==> src/rtl/lockpick_session_arbiter.sv <==
// Purpose : shares one lockpick_game between N_PLAYERS requesters, round-robin, one full session per grant.
// Latency : grant registered one edge after req seen in IDLE; key/result bytes pass through combinationally.
// Backpressure: only the owner sees in_ready; result bytes cannot be stalled (forwarded same cycle).
//
// Ports:
//   clk, rst                        clock, synchronous active-high reset
//   req/in_valid/in_data/in_ready   per-player session request and key byte stream
//   gnt/gnt_id/busy                 current owner (one-hot and index)
//   game_*                          drive/observe the shared lockpick_game
//   out_valid/out_data/out_id       result bytes tagged with the owner id
//   done/done_id/done_result        one-cycle session-end pulse (10 win, 11 lock-out, 00 aborted)
module lockpick_session_arbiter #(
    parameter int N_PLAYERS = 4,
    parameter int ID_W      = 2,
    parameter int TIMEOUT   = 1024,
    parameter int OUT_WDOG  = 8
) (
    input  logic                   clk,
    input  logic                   rst,
    input  logic [N_PLAYERS-1:0]   req,
    input  logic [N_PLAYERS-1:0]   in_valid,
    input  logic [8*N_PLAYERS-1:0] in_data,
    output logic [N_PLAYERS-1:0]   in_ready,
    output logic [N_PLAYERS-1:0]   gnt,
    output logic [ID_W-1:0]        gnt_id,
    output logic                   busy,
    output logic                   game_rst_n,
    output logic                   game_start,
    output logic                   game_input_enable,
    output logic [7:0]             game_input_data,
    input  logic                   game_output_valid,
    input  logic [7:0]             game_output_data,
    input  logic [1:0]             game_status,
    output logic                   out_valid,
    output logic [7:0]             out_data,
    output logic [ID_W-1:0]        out_id,
    output logic                   done,
    output logic [ID_W-1:0]        done_id,
    output logic [1:0]             done_result
);

    // One timer serves the LOAD idle timeout, the WAIT_OUT watchdog and the ABORT reset length.
    localparam int TMR_MAX = (TIMEOUT > OUT_WDOG) ? TIMEOUT : OUT_WDOG;
    localparam int TMR_W   = $clog2(TMR_MAX + 1);

    typedef enum logic [2:0] {
        S_IDLE,
        S_START,
        S_LOAD,
        S_WAIT_OUT,
        S_DRAIN,
        S_ABORT
    } state_t;

    state_t               state_q, state_d;
    logic [N_PLAYERS-1:0] gnt_q, gnt_d;
    logic [ID_W-1:0]      gnt_id_q, gnt_id_d;
    logic [ID_W-1:0]      ptr_q, ptr_d;
    logic                 busy_q, busy_d;
    logic [5:0]           bcnt_q, bcnt_d;
    logic [4:0]           ocnt_q, ocnt_d;
    logic [7:0]           attempts_q, attempts_d;
    logic [TMR_W-1:0]     tmr_q, tmr_d;
    logic                 game_rst_n_q, game_rst_n_d;
    logic                 done_q, done_d;
    logic [ID_W-1:0]      done_id_q, done_id_d;
    logic [1:0]           done_result_q, done_result_d;

    logic                 arb_found;
    logic [ID_W-1:0]      arb_id;
    logic                 sel_vld;
    logic [7:0]           sel_dat;
    logic                 owner_req;
    logic                 accept;

    // Round-robin: first pass looks above the pointer, second pass wraps to 0..ptr.
    always_comb begin
        arb_found = 1'b0;
        arb_id    = '0;
        for (int i = 0; i < N_PLAYERS; i++) begin
            if (!arb_found && req[i] && (ID_W'(i) > ptr_q)) begin
                arb_found = 1'b1;
                arb_id    = ID_W'(i);
            end
        end
        for (int i = 0; i < N_PLAYERS; i++) begin
            if (!arb_found && req[i] && (ID_W'(i) <= ptr_q)) begin
                arb_found = 1'b1;
                arb_id    = ID_W'(i);
            end
        end
    end

    // Owner's byte lane.
    always_comb begin
        sel_vld = 1'b0;
        sel_dat = 8'h00;
        for (int i = 0; i < N_PLAYERS; i++) begin
            if (gnt_id_q == ID_W'(i)) begin
                sel_vld = in_valid[i];
                sel_dat = in_data[8*i +: 8];
            end
        end
    end

    assign owner_req = |(req & gnt_q);

    assign in_ready          = (state_q == S_LOAD) ? gnt_q : '0;
    assign game_input_enable = (state_q == S_LOAD) && sel_vld && game_rst_n_q;
    assign game_input_data   = (state_q == S_LOAD) ? sel_dat : 8'h00;
    assign game_start        = (state_q == S_START) && game_rst_n_q;
    assign accept            = game_input_enable;

    assign out_valid = game_output_valid && ((state_q == S_WAIT_OUT) || (state_q == S_DRAIN));
    assign out_data  = out_valid ? game_output_data : 8'h00;
    assign out_id    = out_valid ? gnt_id_q : '0;

    assign gnt         = gnt_q;
    assign gnt_id      = gnt_id_q;
    assign busy        = busy_q;
    assign game_rst_n  = game_rst_n_q;
    assign done        = done_q;
    assign done_id     = done_id_q;
    assign done_result = done_result_q;

    always_comb begin
        state_d       = state_q;
        gnt_d         = gnt_q;
        gnt_id_d      = gnt_id_q;
        ptr_d         = ptr_q;
        busy_d        = busy_q;
        bcnt_d        = bcnt_q;
        ocnt_d        = ocnt_q;
        attempts_d    = attempts_q;
        tmr_d         = tmr_q;
        done_d        = 1'b0;
        done_id_d     = '0;
        done_result_d = 2'b00;

        case (state_q)
            S_IDLE: begin
                if (arb_found) begin
                    gnt_d    = {{(N_PLAYERS-1){1'b0}}, 1'b1} << arb_id;
                    gnt_id_d = arb_id;
                    ptr_d    = arb_id;
                    busy_d   = 1'b1;
                    state_d  = S_START;
                end
            end
            S_START: begin
                bcnt_d     = '0;
                ocnt_d     = '0;
                attempts_d = '0;
                tmr_d      = '0;
                state_d    = S_LOAD;
            end
            S_LOAD: begin
                // An abandoned session wins over a byte arriving in the same cycle.
                if (!owner_req) begin
                    tmr_d   = '0;
                    state_d = S_ABORT;
                end else if (accept) begin
                    bcnt_d = bcnt_q + 6'd1;
                    tmr_d  = '0;
                    if (bcnt_q == 6'd63) begin
                        state_d = S_WAIT_OUT;
                    end
                end else if (tmr_q == TMR_W'(TIMEOUT - 1)) begin
                    tmr_d   = '0;
                    state_d = S_ABORT;
                end else begin
                    tmr_d = tmr_q + TMR_W'(1);
                end
            end
            S_WAIT_OUT: begin
                if (!owner_req) begin
                    tmr_d   = '0;
                    state_d = S_ABORT;
                end else if (game_output_valid) begin
                    ocnt_d  = 5'd1;
                    state_d = S_DRAIN;
                end else if (tmr_q == TMR_W'(OUT_WDOG - 1)) begin
                    tmr_d   = '0;
                    state_d = S_ABORT;
                end else begin
                    tmr_d = tmr_q + TMR_W'(1);
                end
            end
            S_DRAIN: begin
                // req is deliberately not looked at here: the burst always completes,
                // and a dropped req is caught in LOAD if the game re-arms.
                if (game_output_valid) begin
                    if (ocnt_q == 5'd31) begin
                        ocnt_d = '0;
                        case (game_status)
                            2'b01: begin
                                attempts_d = attempts_q + 8'd1;
                                bcnt_d     = '0;
                                tmr_d      = '0;
                                state_d    = S_LOAD;
                            end
                            2'b10, 2'b11: begin
                                done_d        = 1'b1;
                                done_id_d     = gnt_id_q;
                                done_result_d = game_status;
                                gnt_d         = '0;
                                gnt_id_d      = '0;
                                busy_d        = 1'b0;
                                state_d       = S_IDLE;
                            end
                            default: begin
                                tmr_d   = '0;
                                state_d = S_ABORT;
                            end
                        endcase
                    end else begin
                        ocnt_d = ocnt_q + 5'd1;
                    end
                end
            end
            S_ABORT: begin
                // Game reset is held for this cycle and the next one.
                if (tmr_q == TMR_W'(1)) begin
                    done_d        = 1'b1;
                    done_id_d     = gnt_id_q;
                    done_result_d = 2'b00;
                    gnt_d         = '0;
                    gnt_id_d      = '0;
                    busy_d        = 1'b0;
                    tmr_d         = '0;
                    state_d       = S_IDLE;
                end else begin
                    tmr_d = tmr_q + TMR_W'(1);
                end
            end
            default: begin
                state_d = S_IDLE;
            end
        endcase

        // Registered so the game reset is glitch-free and lines up with the ABORT cycles.
        game_rst_n_d = (state_d != S_ABORT);
    end

    always_ff @(posedge clk) begin
        if (rst) begin
            state_q       <= S_IDLE;
            gnt_q         <= '0;
            gnt_id_q      <= '0;
            ptr_q         <= ID_W'(N_PLAYERS - 1);
            busy_q        <= 1'b0;
            bcnt_q        <= '0;
            ocnt_q        <= '0;
            attempts_q    <= '0;
            tmr_q         <= '0;
            game_rst_n_q  <= 1'b0;
            done_q        <= 1'b0;
            done_id_q     <= '0;
            done_result_q <= 2'b00;
        end else begin
            state_q       <= state_d;
            gnt_q         <= gnt_d;
            gnt_id_q      <= gnt_id_d;
            ptr_q         <= ptr_d;
            busy_q        <= busy_d;
            bcnt_q        <= bcnt_d;
            ocnt_q        <= ocnt_d;
            attempts_q    <= attempts_d;
            tmr_q         <= tmr_d;
            game_rst_n_q  <= game_rst_n_d;
            done_q        <= done_d;
            done_id_q     <= done_id_d;
            done_result_q <= done_result_d;
        end
    end

endmodule
==> config.mk <==
export PLATFORM = sky130hd
export DESIGN_NAME = lockpick_session_arbiter
export DESIGN_NICKNAME = d
export VERILOG_FILES = /design/src/rtl/lockpick_session_arbiter.sv
export SDC_FILE = /design/constraint.sdc
export NUM_CORES = 1
export LEC_CHECK = 0
export CAP_MARGIN = 20
export CORE_MARGIN = 1
export CORE_UTILIZATION = 49
export CTS_CLUSTER_DIAMETER = 200
export CTS_CLUSTER_SIZE = 40
export DETAILED_ROUTE_END_ITERATION = 8
export GPL_TIMING_DRIVEN = 0
export PLACE_DENSITY = 0.92
export REMOVE_ABC_BUFFERS = 1
export SYNTH_ARGS = -nofsm -noshare
export SYNTH_HDL_FRONTEND = slang
export SYNTH_SLANG_ARGS = --single-unit
==> constraint.sdc <==
create_clock -name clk -period 5.81 [get_ports clk]
set_input_delay 0.581 -clock clk [delete_from_list [all_inputs] [get_ports clk]]
set_output_delay 0.581 -clock clk [all_outputs]
set_load 0.01 [all_outputs]
==> flow_metrics.env <==
export IMPL_postRouteAntennaNets=0
export IMPL_placed_cells=459
export IMPL_async_flop_share_pct=0
export IMPL_post_route_drc_count=0
export IMPL_rows=26
export IMPL_rsz0062_at_grt="no"
export IMPL_crit_buf_inv=2
export IMPL_yosysUniqueCellTypes=64
export IMPL_max_stage_delay_ps=1130
export IMPL_layout_cells_non_filler=467
export IMPL_drt_first_pass_iters=5
export IMPL_leakagePower_nw=1.250
export IMPL_p_clk_share_pct=18.9
export IMPL_avgSynthCellArea_um2=8.396
export IMPL_routed_via_density=6.302
export IMPL_final_common_cell="clkdlybuf4s50_1"
export IMPL_core_area_um2=5107
export IMPL_synth_edf_count=0
export IMPL_seqPwrFrac_pct=33.3
export IMPL_cts_tree="yes"
export IMPL_setup_viol=0
export IMPL_hold_viol_final=0
export IMPL_gp_congestion=0.8876
export IMPL_status="finished, final reports clean"
export IMPL_syn_inst=311
export IMPL_finalNetCount=454
export IMPL_yosysWarnings=0
export IMPL_drv_cap=0
export IMPL_start_kind="input pin"
export IMPL_num_io_pins=91
export IMPL_h_tree_depth=2
export IMPL_insertion_delay_ps=300
export IMPL_grt_pass1_wl_um=13030
export IMPL_cts_root_buf="clkbuf_8"
export IMPL_end_kind="flop"
export IMPL_r2r_setup_slack_ps=3060
export IMPL_syn_area_um2=2611
export IMPL_synthTopCellsByArea="dfxtp_1 (31%), mux4_2 (6.9%), and2_1 (4.3%)"
export IMPL_path_class="in -> reg"
export IMPL_setup_tns_ps=0
export IMPL_routed_wl_um=8377
export IMPL_fin_ws_ps=2678
export IMPL_cp_required_ps=6010
export IMPL_synth_seq_area_share_pct=30.67
export IMPL_synth_area_leader_cell="dfxtp_1"
export IMPL_dpl_hpwl_um=6130
export IMPL_num_fill_cells=392
export IMPL_cts_sinks=40
export IMPL_critPathMaxFanout=26
export IMPL_internal_power_w=0.0007421
export IMPL_grt_pass1_vias=2701
export IMPL_clock_path_buffers=2
export IMPL_drtIter0Drc=343
export IMPL_path_cells="clkdlybuf4s50_1 > clkinv_1 > o21ai_1 > o31ai_1 > a22o_1"
export IMPL_synth_top_area_share_pct=30.67
export IMPL_dieHeight_um=75
export IMPL_die_w_um=75
export IMPL_drive_above_1_share_pct=6.549
export IMPL_worstMarginPinSlew_ps=1008
export IMPL_dieArea_um2=5625
export IMPL_ys_ff_latch=40
export IMPL_hold_ws_ps=463.4
export IMPL_max_vdd_ir_drop_mv=0.2643
export IMPL_antenna_found_initial=0
export IMPL_max_slew_margin_rel_pct=32.56
export IMPL_hp_class="reg -> reg"
export IMPL_port_buffer_count=90
export IMPL_min_period_ps=3132
export IMPL_post_route_util_pct=71.63
export IMPL_gr_total_overflow=0
export IMPL_maxSlewViolCount=0
export IMPL_p_comb_share_pct=47.8
export IMPL_cts_setup_buffers=0
export IMPL_min_period_over_period_pct=53.91
export IMPL_synthFlopType="dfxtp_1"
export IMPL_cts_made_buffers=5
export IMPL_powerDensity_nw_per_um2=343.2
export IMPL_initial_core_util_pct=51.13
export IMPL_area_growth_pct=40.11
export IMPL_pre_cts_slack_ps=2419
export IMPL_grt_max_degree=27
export IMPL_power_net_switching_w=0.0005134
export IMPL_wl_per_cell_um=17.94
export IMPL_hold_buffers=0
export IMPL_path_delay_family="buffers and inverters"
export IMPL_antenna_cells=0
export IMPL_post_cts_resized=0
export IMPL_track_usage_pct=30.91
export IMPL_vias=2943
export IMPL_sw_frac_of_total_pct=40.89
export IMPL_clkTransAtPathRegs_ps=90
export IMPL_final_cell_mix="clkdlybuf4s50_1 (90), dfxtp_1 (40), nand2_1 (22), a21oi_1 (20), and2_1 (18)"
export IMPL_arrival_ps=3330
export IMPL_finClkSkew_ps=11.47
export IMPL_slowest_stage="clkdlybuf4s50_1"
export IMPL_fmax_ghz=0.3193
-- metal layers --
layer | GRT usage (%) | part of all wire (%)
met4 | 12.79 | 3.1
met2 | 54.35 | 52
met5 | 0 | 0
met3 | 4.150 | 5.9
met1 | 38.10 | 39
-- sequential cells by signal, summed over array words and instances, names as in the netlist --
| signal | flops |
|---|---|
| state_q | 3 |
| gnt | 4 |
| done_result | 2 |
| game_rst_n | 1 |
| gnt_id | 2 |
| tmr_q | 11 |
| busy | 1 |
| bcnt_q | 6 |
| ocnt_q | 5 |
| done | 1 |
| ptr_q | 2 |
| done_id | 2 |
-- stage by stage --
step           power (W)  instance area, um^2
6_report        0.001255                 3659
3_3_place_gp   0.0009717                 3543
3_5_place_dp   0.0009957                 3543
4_1_cts         0.001240                 3659
5_1_grt         0.001316                 3659
2_1_floorplan  0.0007602                 2555
-- power groups by stage --
| stage | clock [W] | combinational, W | sequential [W] |
|---|---|---|---|
| 2_1_floorplan | 0 | 0.000358 | 0.000402 |
| 3_3_place_gp | 0 | 0.000558 | 0.000413 |
| 3_5_place_dp | 0 | 0.000577 | 0.000418 |
| 4_1_cts | 0.000236 | 0.000589 | 0.000414 |
| 5_1_grt | 0.000247 | 0.000641 | 0.000428 |
| 6_report | 0.000238 | 0.000600 | 0.000418 |
-- kinds of logic (layout without fill, tap and decap cells) --
logic type / after synthesis / count (layout) / share of synthesized area, %
flip-flops: 40 / 40 / 30.67
AO/OA/AOI/OAI: 81 / 81 / 22.33
buffers and inverters: 28 / 114 / 4.456
multiplexers: 10 / 10 / 8.290
adder cells (fa/ha/maj): 5 / 5 / 2.396
XOR/XNOR: 1 / 1 / 0.3355
AND/OR/NAND/NOR: 146 / 146 / 31.53
-- worst paths after layout --
check | start | cells after the start | endpoint
max | rst | 5 | tmr_q[8]
min | ocnt_q[3] | 2 | ocnt_q[3]
max reg2reg | gnt_id[0] | 5 | tmr_q[2]
min reg2reg | ocnt_q[3] | 2 | ocnt_q[3]
-- synthesized netlist by cell type, types with 8 or more instances --
| cell | number |
|---|---|
| nand3_1 | 15 |
| nand4_1 | 11 |
| dfxtp_1 | 40 |
| nor2b_1 | 11 |
| nand2_1 | 22 |
| and2_1 | 18 |
| inv_1 | 15 |
| a21oi_1 | 20 |
| nor3_1 | 8 |
| o21ai_0 | 9 |
| nor2_1 | 16 |
| nand2b_1 | 11 |
| mux4_2 | 8 |
-- cell type report --
class / count / area, um^2 / area share (%)
multi-input combinational: 243 / 1694 / 46.31
timing repair buffer: 90 / 900.9 / 24.62
sequential: 40 / 800.8 / 21.89
tap: 70 / 87.58 / 2.394
clock buffer: 5 / 68.82 / 1.881
inverter: 16 / 60.06 / 1.642
clock inverter: 3 / 46.29 / 1.265
-- worst min-delay path, delay by kind of cell, from the launching register on --
family,cells,cell delay (ps)
flops,1,320
compound gates,1,50
simple gates,1,60
(Power assumes the default switching activity.)
